<file path="config.mk">
export PLATFORM = sky130hd
export DESIGN_NAME = uart_frame_check
export DESIGN_NICKNAME = d
export VERILOG_FILES = /design/src/rtl/uart_frame_check.sv
export SDC_FILE = /design/constraint.sdc
export NUM_CORES = 1
export LEC_CHECK = 0
export ABC_AREA = 1
export CORE_MARGIN = 5
export CORE_UTILIZATION = 56
export DETAILED_ROUTE_END_ITERATION = 8
export GPL_ROUTABILITY_DRIVEN = 0
export PLACE_DENSITY = 0.81
export SKIP_LAST_GASP = 1
export SLEW_MARGIN = 15
export SYNTH_ARGS = -nofsm -noshare
export SYNTH_HDL_FRONTEND = slang
export SYNTH_SLANG_ARGS = --single-unit
</file>
<file path="constraint.sdc">
create_clock -name clk -period 2.7 [get_ports clk]
set_clock_uncertainty 0.15 [all_clocks]
set_input_delay 0.675 -clock clk [delete_from_list [all_inputs] [get_ports clk]]
set_output_delay 0.675 -clock clk [all_outputs]
set_load 0.005 [all_outputs]
</file>
<file path="src/rtl/uart_frame_check.sv">
// UART RX frame checker: validates start, data, parity and stop bits from mid-bit strobes.
// Optional break detection is compiled in when UART_BREAK_DETECT_EN is defined.
module uart_frame_check #(
    parameter int DATA_BITS   = 8,
    parameter int STOP_BITS   = 1,
    parameter int PARITY_MODE = 0
) (
    input  logic                 clk,
    input  logic                 rst,
    input  logic                 rx_bit,
    input  logic                 sample_stb,
    input  logic                 frame_start,
    output logic [DATA_BITS-1:0] data_out,
    output logic                 data_valid,
    output logic                 parity_err,
    output logic                 frame_err,
    output logic                 start_err,
    output logic                 busy,
    output logic                 break_det
);

    localparam int CNT_MAX = (DATA_BITS > STOP_BITS) ? DATA_BITS : STOP_BITS;
    localparam int CW      = $clog2(CNT_MAX + 1);
    localparam logic [CW-1:0] LAST_DATA = CW'(DATA_BITS - 1);
    localparam logic [CW-1:0] LAST_STOP = CW'(STOP_BITS - 1);
    localparam bit HAS_PARITY = (PARITY_MODE != 0);
`ifdef UART_BREAK_DETECT_EN
    localparam bit BREAK_EN = 1'b1;
`else
    localparam bit BREAK_EN = 1'b0;
`endif

    generate
        if (DATA_BITS < 5 || DATA_BITS > 9) begin : g_bad_data_bits
            $fatal(1, "uart_frame_check: DATA_BITS must be in 5..9");
        end
        if (STOP_BITS < 1 || STOP_BITS > 2) begin : g_bad_stop_bits
            $fatal(1, "uart_frame_check: STOP_BITS must be 1 or 2");
        end
        if (PARITY_MODE < 0 || PARITY_MODE > 2) begin : g_bad_parity_mode
            $fatal(1, "uart_frame_check: PARITY_MODE must be 0, 1 or 2");
        end
    endgenerate

    typedef enum logic [2:0] {IDLE, START, DATA, PARITY, STOP} state_t;

    state_t               state;
    logic [CW-1:0]        cnt;
    logic [DATA_BITS-1:0] shreg;
    logic                 par_bad;
    logic                 par_zero;
    logic                 stop0_low;
    logic                 stop_bad;

    // The completion decision is formed from the final stop sample as it arrives.
    logic last_stop;
    logic frame_bad;
    logic first_stop_low;
    logic is_break;
    logic data_parity;

    assign data_parity    = ^shreg;
    assign last_stop      = (state == STOP) && sample_stb && (cnt == LAST_STOP);
    assign frame_bad      = stop_bad | ~rx_bit;
    assign first_stop_low = (cnt == '0) ? ~rx_bit : stop0_low;
    assign is_break       = BREAK_EN && (shreg == '0) && par_zero && first_stop_low;
    assign busy           = (state != IDLE);

    // NOTE: sequential state uses non-blocking (<=) so every register samples pre-edge values.
    always_ff @(posedge clk or posedge rst) begin
        if (rst) begin
            state      <= IDLE;
            cnt        <= '0;
            shreg      <= '0;
            par_bad    <= 1'b0;
            par_zero   <= 1'b0;
            stop0_low  <= 1'b0;
            stop_bad   <= 1'b0;
            data_out   <= '0;
            data_valid <= 1'b0;
            parity_err <= 1'b0;
            frame_err  <= 1'b0;
            start_err  <= 1'b0;
            break_det  <= 1'b0;
        end else begin
            data_valid <= 1'b0;
            start_err  <= 1'b0;
            break_det  <= 1'b0;

            case (state)
                IDLE: begin
                    if (frame_start) begin
                        state <= START;
                    end
                end

                START: begin
                    if (sample_stb) begin
                        if (rx_bit) begin
                            start_err <= 1'b1;
                            state     <= IDLE;
                        end else begin
                            state     <= DATA;
                            cnt       <= '0;
                            par_bad   <= 1'b0;
                            par_zero  <= 1'b1;
                            stop0_low <= 1'b0;
                            stop_bad  <= 1'b0;
                        end
                    end
                end

                DATA: begin
                    if (sample_stb) begin
                        shreg <= {rx_bit, shreg[DATA_BITS-1:1]};
                        if (cnt == LAST_DATA) begin
                            cnt   <= '0;
                            state <= HAS_PARITY ? PARITY : STOP;
                        end else begin
                            cnt <= cnt + 1'b1;
                        end
                    end
                end

                PARITY: begin
                    if (sample_stb) begin
                        // Even parity expects the data XOR; odd expects its complement.
                        par_bad  <= (PARITY_MODE == 2) ? (rx_bit != data_parity)
                                                       : (rx_bit == data_parity);
                        par_zero <= ~rx_bit;
                        cnt      <= '0;
                        state    <= STOP;
                    end
                end

                STOP: begin
                    if (sample_stb) begin
                        if (cnt == '0) begin
                            stop0_low <= ~rx_bit;
                        end
                        if (!rx_bit) begin
                            stop_bad <= 1'b1;
                        end
                        if (last_stop) begin
                            cnt   <= '0;
                            state <= IDLE;
                            if (is_break) begin
                                break_det <= 1'b1;
                                frame_err <= 1'b1;
                            end else begin
                                data_valid <= 1'b1;
                                data_out   <= shreg;
                                parity_err <= HAS_PARITY && par_bad;
                                frame_err  <= frame_bad;
                            end
                        end else begin
                            cnt <= cnt + 1'b1;
                        end
                    end
                end

                default: state <= IDLE;
            endcase
        end
    end

endmodule
</file>
# Word level (Yosys, flattened, before mapping)
# Cells that the tools add are included.
[totals] register_bits=27 latch_bits=0 ramBits=0 romBits=0 inputBits=5 output_inout_bits=14 word_cells=65 memories=0
[op_classes] addsub=1 multipliers=0 div=0 magnitude_cmp=0 eq_ne=14 shift=0 n_mux=28 bitwise_logic=2 n_reduce_logical=12
[op_table] operator="$mux W4" n=7
[op_table] operator="$mux W3" n=7
[op_table] operator="$ne A2 B2 Y1 const B" n=9
[op_table] operator="$pmux W4 S4" n=1
[op_table] operator="$pmux W3 S5" n=1
[op_table] operator="$mux W1" n=10
[op_table] operator="$reduce_and A7 Y1" n=1
[op_table] operator="$eq A3 B2 Y1 const B" n=2
[op_table] operator="$reduce_and A6 Y1" n=1
[op_table] operator="$reduce_and A5 Y1" n=1
[op_table] operator="$add A4 B1 Y4 const B" n=1
[op_table] operator="$eq A4 B3 Y1 const B" n=1
[op_table] operator="$logic_not A4 Y1" n=1
[op_table] operator="$reduce_bool A4 Y1" n=1
[op_table] operator="$eq A3 B1 Y1 const B" n=1
[op_table] operator="$eq A3 B3 Y1 const B" n=1
[op_table] operator="$logic_not A3 Y1" n=1
[op_table] operator="$reduce_and A3 Y1" n=1
[op_table] operator="$reduce_bool A3 Y1" n=1
[op_table] operator="$logic_and A1 B1 Y1" n=2
[op_table] operator="$mux W2" n=1
[op_table] operator="$pmux W1 S2" n=1
[op_table] operator="$reduce_and A2 Y1" n=1
[op_table] operator="$reduce_bool A2 Y1" n=1
[op_table] operator="2 further kinds" n=2

# Depth between registers and ports, before layout
# Gate-level depths: netlist (run 1).
[logic_depth] ltp_word=6 depth_mapped=10 ltp_nobuf=10

# Worst setup path before layout (run 1)
# Ideal clock, no wire load.
[synth_timing] kind="reg-to-output" start="register state[0]" end="output port busy" t_arrival_ns=0.674 slack_ns=1.201 path_stages_with_launch=3 path_cell_list="dfrtp_1 -> nor2_1 -> nand2_1"
[synth_via] elab_chain_len=1
[synth_rtl] item="start, declared" line="47" rtl="state_t state;"
[synth_rtl] item="start signal, assigned" line="118" rtl="state <= HAS_PARITY ? PARITY : STOP;"
[synth_rtl] item="$reduce_bool A3 Y1" line="67" rtl="assign busy = (state != IDLE);"
[synth_rtl] item="end, declared" line="18" rtl="output logic busy,"
# No other way between the ends.

# Worst setup path after layout (run 1)
# Same ends and word-level chain as after synthesis.

==> impl_metrics.ini, run 1 <==
[status]
status = complete, no violations

[timing]
hold_violations = 0
period_minus_slack_ns = 2.43
whs_ns = 0.348
fmax_mhz = 412
fin_crit_sh_pct = 89.9
slew_violations = 0
setup_viol = 0
final.setup.tns_ns = 0
rsz0062_at_grt = false

[finish]
final_cell_mix = 36 x nand2_1, 27 x dfrtp_1, 19 x inv_1, 16 x clkdlybuf4s50_1, 15 x nor2_1
area_growth_pct = 15.2
diodes = 0
fin_nets = 175
seqCellArea_um2 = 676
final_common_cell = nand2_1
drive_above_1_share_pct = 15.0
multi_input_area_um2 = 510
post-route-util_pct = 67.4
n_fill_cell = 192
fin_cells = 195

[cts]
cts_tree = done
clk_latency_ns = 0.33
cts_root_buf = clkbuf_4
cts_buffer_depth = 2
clk_pin_slew_worst_paths_ns = 0.15
cts_hold_buf = 0
cts_buffers = 3
htree_levels = 1
post_cts_resized = 0
cts.sinks = 27
cts_setup_buffers = 0

[logic_synthesis]
ys_seq_area_share_pct = 52.2
synth_cells = 149
synthTopCellsByArea = dfrtp_1 52%, nand2_1 10%, inv_1 5.5%, o21ai_2 4.7%, nor2_1 4.3%
yosysTopAreaCellShare_pct = 52.2
synth_cell_type_count = 23
yosys_register_bits = 27
synth_flop_cell = dfrtp_1
yosysTopAreaCell = dfrtp_1
syn_avg_cell_area_um2 = 8.69
async_flop_share_pct = 100
ys_warn_count = 0
synth_edf_count = 0
syn-cell-area_um2 = 1290

[route]
dr.pass1.iters = 4
wire_per_inst_um = 11.8
drc = 0
routed-via-count = 974
drt_iter0_drc = 33
via_per_inst = 4.99
ant_nets = 0
wl_mm = 2.31

[global_routing]
antenna_found_initial = 0
grt_pass1_vias = 977
grt_overflow = 0
grt_pass1_wl_mm = 4.22
grtUsageTotal_pct = 15.9
grt_max_degree = 19

[pwr]
p_int_mw = 0.846
leakage_nw = 0.757
vdd_drop_max_mv = 0.698
netSwitchingPower_mw = 0.500
power_frac_seq_pct = 45.8
power_density_nw_per_um2 = 902
swShare_pct = 37.2
comb_power_share_pct = 41.4
finalPower_mw = 1.35
clock_power_share_pct = 12.8

[critical_path]
worstSetupPathType = flop to output pin
crit_slowest_cell = clkdlybuf4s50_1
cp-start-kind = flop
critPathMaxFanout = 4
r2r_start = cnt[0]
crit_path_end_kind = output pin
worstReg2RegEnd = data_out[6]
crit_arrival_ns = 1.60
reg2reg_depth = 8
reg2reg_slack_ns = 1.06
cpLargestDelayFamily = buffers and inverters
required_ns = 1.88
critical_path.max_stage_delay_ns = 0.48
critical_path_buf_inv_count = 1
worstPathCellList = nor2_1 -> nand2_1 -> clkdlybuf4s50_1

[placed_design]
place.port_buffers = 16
hpwl_mm = 1.83
post-place-cells = 191

[die]
row_count = 17
die_width_um = 58.1
ios = 19
start_util_pct = 58.5
die-height_um = 58.1
core_area_um2 = 2210
dieArea_um2 = 3370

[worst_hold_path]
hold_class = flop to flop
holdPathStages = 2
min_from = shreg[5]
holdPathEnd = shreg[5]

[job]
max-cap-violations = 0
## kinds of logic (layout without fill, tap and decap cells)
| family | count (synthesis) | in the layout | share of synthesized area, % |
|---|---|---|---|
| compound gates | 24 | 24 | 12.2 |
| xor+xnor | 1 | 1 | 0.676 |
| fa+ha+maj | 2 | 2 | 1.93 |
| buf+inv | 24 | 41 | 8.70 |
| flops | 27 | 27 | 52.2 |
| other cells | 1 | 2 | 0.290 |
| simple gates | 70 | 70 | 24.1 |
## worst register-to-register path, stage by stage (launching register included)
cell and delay, ns:
dfrtp_1 0.43, inv_1 0.09, ha_1 0.16, nand2_1 0.05, inv_1 0.07, nand2_2 0.09
nor2_4 0.32, nor2_1 0.08, a21oi_1 0.14
## through the flow
stage	setup slack (ns)	area, µm²
2_1_floorplan	1.20	1300
3_3_place_gp	0.516	1460
5_1_grt	0.191	1490
3_5_place_dp	0.449	1460
4_1_cts	0.256	1490
6_report	0.271	1490
## power groups by stage
stage	registers (mW)	clock network, mW	logic (mW)
floorplan	0.612	0	0.347
global placement	0.615	0	0.544
detailed placement	0.626	0	0.562
CTS	0.617	0.178	0.565
global route	0.631	0.190	0.634
finish	0.617	0.173	0.557
## per-layer routing
| layer | GRT usage (%) | routed length [µm] | part of all wire (%) | vias up |
|---|---|---|---|---|
| met2 | 27.1 | 1120 | 49 | 27 |
| met4 | 5.30 | 27 | 1.2 | 0 |
| li1 | - | - | - | 497 |
| met3 | 2.45 | 113 | 4.9 | 2 |
| met5 | 0 | 0 | 0 | - |
| met1 | 20.7 | 1050 | 45 | 448 |
## registers in the layout, indices dropped and copies added (netlist names)
register,count
data_out,8
shreg,8
cnt,4
state,3
data_valid,1
frame_err,1
start_err,1
stop_bad,1
## area by class of cell
class / instances / share of cell area, %
Clock inverter: 1 / 0.336
Sequential cell: 27 / 45.3
Timing Repair Buffer: 17 / 11.2
Clock buffer: 3 / 1.51
Inverter: 20 / 5.03
Multi-Input combinational cell: 99 / 34.2
Tap cell: 28 / 2.35
## synthesized netlist by cell type, types with 2 or more instances
cell type,count
buf_4,2
o21ai_2,7
nor2_1,15
ha_1,2
nand2_2,6
nand2_1,36
nor2_2,3
buf_6,2
dfrtp_1,27
nand3_1,6
o21bai_1,2
inv_1,19
a21oi_1,7
o21ai_0,6
## worst max path at each step
stage	endpoint	depth (start not counted)	start
after global placement	data_out[5]	7	sample_stb
after CTS	busy	3	state[0]
after global routing	busy	3	state[0]
after floorplan	busy	2	state[0]
final	busy	3	state[0]
after detailed placement	data_out[6]	7	sample_stb
Note: power is estimated with default switching activity, not from simulation.
==> inputs of run 2 (changes only) <==
--- a/config.mk
+++ b/config.mk
@@ -7,10 +7,11 @@
 export LEC_CHECK = 0
 export ABC_AREA = 1
 export CORE_MARGIN = 5
-export CORE_UTILIZATION = 56
+export CORE_UTILIZATION = 60
 export DETAILED_ROUTE_END_ITERATION = 8
+export DONT_BUFFER_PORTS = 1
 export GPL_ROUTABILITY_DRIVEN = 0
-export PLACE_DENSITY = 0.81
+export PLACE_DENSITY = 0.75
 export SKIP_LAST_GASP = 1
 export SLEW_MARGIN = 15
 export SYNTH_ARGS = -nofsm -noshare
==> run 2 against run 1 <==
Effect of this change: die area fell by 5.5%; critical path type unchanged; largest power group unchanged; combinational power fell by 28%; highest routed layer unchanged; clock power rose by 4%.
==> impl_metrics.ini, run 2 (same netlist as run 1, synthesis figures left out) <==
[job]
max-cap-violations = 0

[global_routing]
grt_overflow = 0
grt_max_degree = 20
grtUsageTotal_pct = 15.2
grt_pass1_vias = 861
antenna_found_initial = 0
grt_pass1_wl_mm = 3.84

[cts]
cts.sinks = 27
cts_buffers = 3
cts_root_buf = clkbuf_4
cts_tree = done
cts_buffer_depth = 2
cts_setup_buffers = 0
clk_latency_ns = 0.33
cts_hold_buf = 0
htree_levels = 1
post_cts_resized = 0
clk_pin_slew_worst_paths_ns = 0.15

[critical_path]
cp-start-kind = flop
crit_arrival_ns = 1.14
cpLargestDelayFamily = flip-flops
critical_path_buf_inv_count = 0
worstSetupPathType = flop to output pin
crit_slowest_cell = dfrtp_1
critical_path.max_stage_delay_ns = 0.46
critPathMaxFanout = 4
worstReg2RegEnd = data_out[2]
reg2reg_slack_ns = 1.09
r2r_start = cnt[0]
worstPathCellList = nor2_1 -> nand2_1
crit_path_end_kind = output pin
reg2reg_depth = 8
required_ns = 1.88

[route]
routed-via-count = 921
drt_iter0_drc = 15
wire_per_inst_um = 12.6
ant_nets = 0
drc = 0
wl_mm = 2.25
dr.pass1.iters = 4
via_per_inst = 5.17

[placed_design]
dp_slack_ns = 1.06
place.port_buffers = 0
hpwl_mm = 1.69
post-place-cells = 174

[timing]
fin_crit_sh_pct = 72.9
fmax_mhz = 508
rsz0062_at_grt = false
setup_viol = 0
setup_ws_ns = 0.733
hold_violations = 0
slew_violations = 0
final.setup.tns_ns = 0
period_minus_slack_ns = 1.97

[finish]
n_fill_cell = 172
fin_nets = 159
fin_cells = 178
final_cell_mix = 36 x nand2_1, 27 x dfrtp_1, 19 x inv_1, 15 x nor2_1
drive_above_1_share_pct = 16.6
reg_top3 = data_out: 8 flops, shreg: 8 flops, cnt: 4 flops
post-route-util_pct = 66.6
area_growth_pct = 2.90
final_common_cell = nand2_1
diodes = 0

[status]
status = complete, no violations

[die]
row_count = 16
die_width_um = 56.5
dieArea_um2 = 3190
ios = 19
start_util_pct = 64.7
core_area_um2 = 2000
die-height_um = 56.5

[pwr]
vdd_drop_max_mv = 0.629
leakage_nw = 0.693
power_density_nw_per_um2 = 907
finalPower_mw = 1.21

[worst_hold_path]
hold_class = primary input to asynchronous set/reset pin
-- run 2: cell count changes in the layout (fill, tap and decap cells not counted), sizes merged --
cell           before  now
clkdlybuf4s50      16    0
clkinvlp            0    1
clkinv              1    0
-- run 2: how the worst max path moves through the flow --
| stage | cells past startpoint | slack [ns] | from | to |
|---|---|---|---|---|
| 2_1_floorplan | 2 | 1.20 | state[0] | busy |
| 3_3_place_gp | 6 | 1.11 | sample_stb | data_out[3] |
| 3_5_place_dp | 6 | 1.06 | sample_stb | data_out[6] |
| 4_1_cts | 2 | 0.75 | state[0] | busy |
| 5_1_grt | 2 | 0.68 | state[0] | busy |
| 6_report | 2 | 0.73 | state[0] | busy |
-- run 2: power breakdown --
part | total, mW | switching [mW] | leakage, nW | internal [mW]
clock network | 0.180 | 0.123 | 0.0139 | 0.0568
logic | 0.400 | 0.262 | 0.329 | 0.138
registers | 0.628 | 0.0959 | 0.350 | 0.532
total | 1.21 | 0.481 | 0.693 | 0.727
-- run 2: metal layers --
layer	vias up	global-route usage, %	wire, µm
met5	-	0	0
met2	32	22.1	975
li1	462	-	-
met3	6	3.67	172
met1	421	20.5	1070
met4	0	8.81	36
-- run 2: area by class of cell --
class                      count  area (µm²)  area share [%]
tap                           27        33.8            2.54
clock inverter                 1        7.51           0.563
timing repair buffer           1        7.51           0.563
clock buffer                   3        22.5            1.69
multi-input combinational     99         510            38.3
inverter                      20        75.1            5.63
sequential                    27         676            50.7
-- run 2: per-stage QoR --
stage	area, µm²	hold WS [ns]
floorplan	1300	0.302
global placement	1300	0.315
detailed placement	1300	0.320
CTS	1330	0.0158
global route	1330	0.0296
finish	1330	0.0106
==> inputs of run 3 (changes only) <==
--- a/config.mk
+++ b/config.mk
@@ -7,11 +7,11 @@
 export LEC_CHECK = 0
 export ABC_AREA = 1
 export CORE_MARGIN = 5
-export CORE_UTILIZATION = 60
+export CORE_UTILIZATION = 55
 export DETAILED_ROUTE_END_ITERATION = 8
 export DONT_BUFFER_PORTS = 1
 export GPL_ROUTABILITY_DRIVEN = 0
-export PLACE_DENSITY = 0.75
+export PLACE_DENSITY = 0.72
 export SKIP_LAST_GASP = 1
 export SLEW_MARGIN = 15
 export SYNTH_ARGS = -nofsm -noshare
==> constraint.sdc (replaced) <==
create_clock -name clk -period 1.65 [get_ports clk]
set_clock_uncertainty 0.15 [all_clocks]
set_input_delay 0.4125 -clock clk [delete_from_list [all_inputs] [get_ports clk]]
set_output_delay 0.4125 -clock clk [all_outputs]
set_load 0.005 [all_outputs]
==> run 3 against run 2 <==
Effect of this change: non-clock buffer count is 4 higher; critical path depth stayed put; critical path type unchanged; final cell count rose by 2.8%; sequential share of layout area fell by 1.8 points.
==> impl_metrics.ini, run 3 (same netlist as run 1, synthesis figures left out) <==
[critical_path]
crit_arrival_ns = 1.03
worstPathCellList = nor2_2 -> nand2_2
crit_path_end_kind = output pin
critPathMaxFanout = 4
worstSetupPathType = flop to output pin
critical_path.max_stage_delay_ns = 0.43
cpLargestDelayFamily = flip-flops
cp-start-kind = flop
critical_path_buf_inv_count = 0
required_ns = 1.09
crit_slowest_cell = dfrtp_1

[pwr]
leakage_nw = 0.717
vdd_drop_max_mv = 0.993
power_density_nw_per_um2 = 1460

[finish]
post-route-util_pct = 61.9
area_growth_pct = 6.76
final_common_cell = nand2_1
drive_above_1_share_pct = 19.4
fin_area_um2 = 1380
fin_cells = 183
diodes = 0
fin_nets = 163
final_cell_mix = 35 x nand2_1, 27 x dfrtp_1, 19 x inv_1, 13 x nor2_1
reg_top3 = data_out: 8 flops, shreg: 8 flops, cnt: 4 flops

[global_routing]
antenna_found_initial = 0
grt_pass1_wl_mm = 3.97
grt_pass1_vias = 932
grtUsageTotal_pct = 14.7
grt_max_degree = 28
grt_overflow = 0

[timing]
setup_ws_ns = 0.0563
whs_ns = 0.0314
fmax_mhz = 627
slew_violations = 0
rsz0062_at_grt = true
hold_violations = 0
period_minus_slack_ns = 1.59
fin_crit_sh_pct = 96.6
setup_viol = 0

[route]
wl_met3_um = 104
routed-via-count = 918
ant_nets = 0
via_per_inst = 5.02
dr.pass1.iters = 4
drc = 0
drt_iter0_drc = 30
route.met2.wl_mm = 1.09
wl_mm = 2.22
top_layer = met4
wl_met1_mm = 1.01
wire_per_inst_um = 12.1

[worst_hold_path]
hold_class = primary input to flop

[die]
row_count = 17
dieArea_um2 = 3430
core_area_um2 = 2230
ios = 19
die_width_um = 58.5
start_util_pct = 58.0
die-height_um = 58.5

[status]
status = complete, no violations

[cts]
cts.sinks = 27
htree_levels = 1
cts_tree = done
cts_buffers = 3
clk_pin_slew_worst_paths_ns = 0.14
cts_buffer_depth = 2
cts_root_buf = clkbuf_4
clk_latency_ns = 0.31

[placed_design]
post-place-cells = 176
hpwl_mm = 1.62
place_area_um2 = 1310
place.port_buffers = 0
dp_slack_ns = 0.0415

[job]
max-cap-violations = 0
## run 3: what timing repair did
action                                  4_1_cts  5_1_grt
endpoints found under the setup margin        1       11
buffers inserted                              1        1
pin swaps                                     0        1
cloned                                        0        0
endpoints found under the hold margin        27        0
resized for setup                             0        3
hold buffers                                  1        0
## run 3: worst paths after layout
kind                       startpoint           to  slack (ns)  cells past startpoint
max                          state[0]         busy        0.06                      2
min                            rx_bit     stop_bad        0.03                      1
max reg2reg                    cnt[0]     state[0]        0.09                     10
min reg2reg                  shreg[3]     shreg[3]        0.35                      2
max in group asynchronous         rst       cnt[2]        0.66                      3
min in group asynchronous         rst  data_out[4]        0.43                      3
## run 3: cell type report
type,instances,area [µm²]
Tap cell,28,35.0
Inverter,20,75.1
Fill cell,207,851
Timing Repair Buffer,5,52.6
Clock buffer,4,26.3
Sequential cell,27,676
Multi-Input combinational cell,99,518
## run 3: power breakdown
part           internal, mW  total [mW]  switching, mW
clock network        0.0943       0.273          0.178
registers             0.871        1.02          0.150
logic                 0.267       0.722          0.455
total                  1.23        2.02          0.783
## run 3: worst register-to-register path: stages (launching register included)
cell     delay, ns
dfrtp_1       0.43
inv_1         0.09
ha_1          0.16
nand2_1       0.05
inv_1         0.06
nand2_2       0.08
nand2_1       0.11
nand2_2       0.10
nor2_2        0.15
nand2_1       0.06
nand2_1       0.06
## run 3: per-layer routing
layer	global-route usage, %	up-vias
met2	26.0	16
li1	-	473
met1	17.6	427
met4	4.97	0
met3	3.29	2
met5	0	-
## run 3: stage by stage
stage	power (mW)	setup TNS [ns]
floorplan	1.57	0
global placement	1.68	0
detailed placement	1.71	0
CTS	2.01	0
global route	2.20	-0.0313
finish	2.02	0
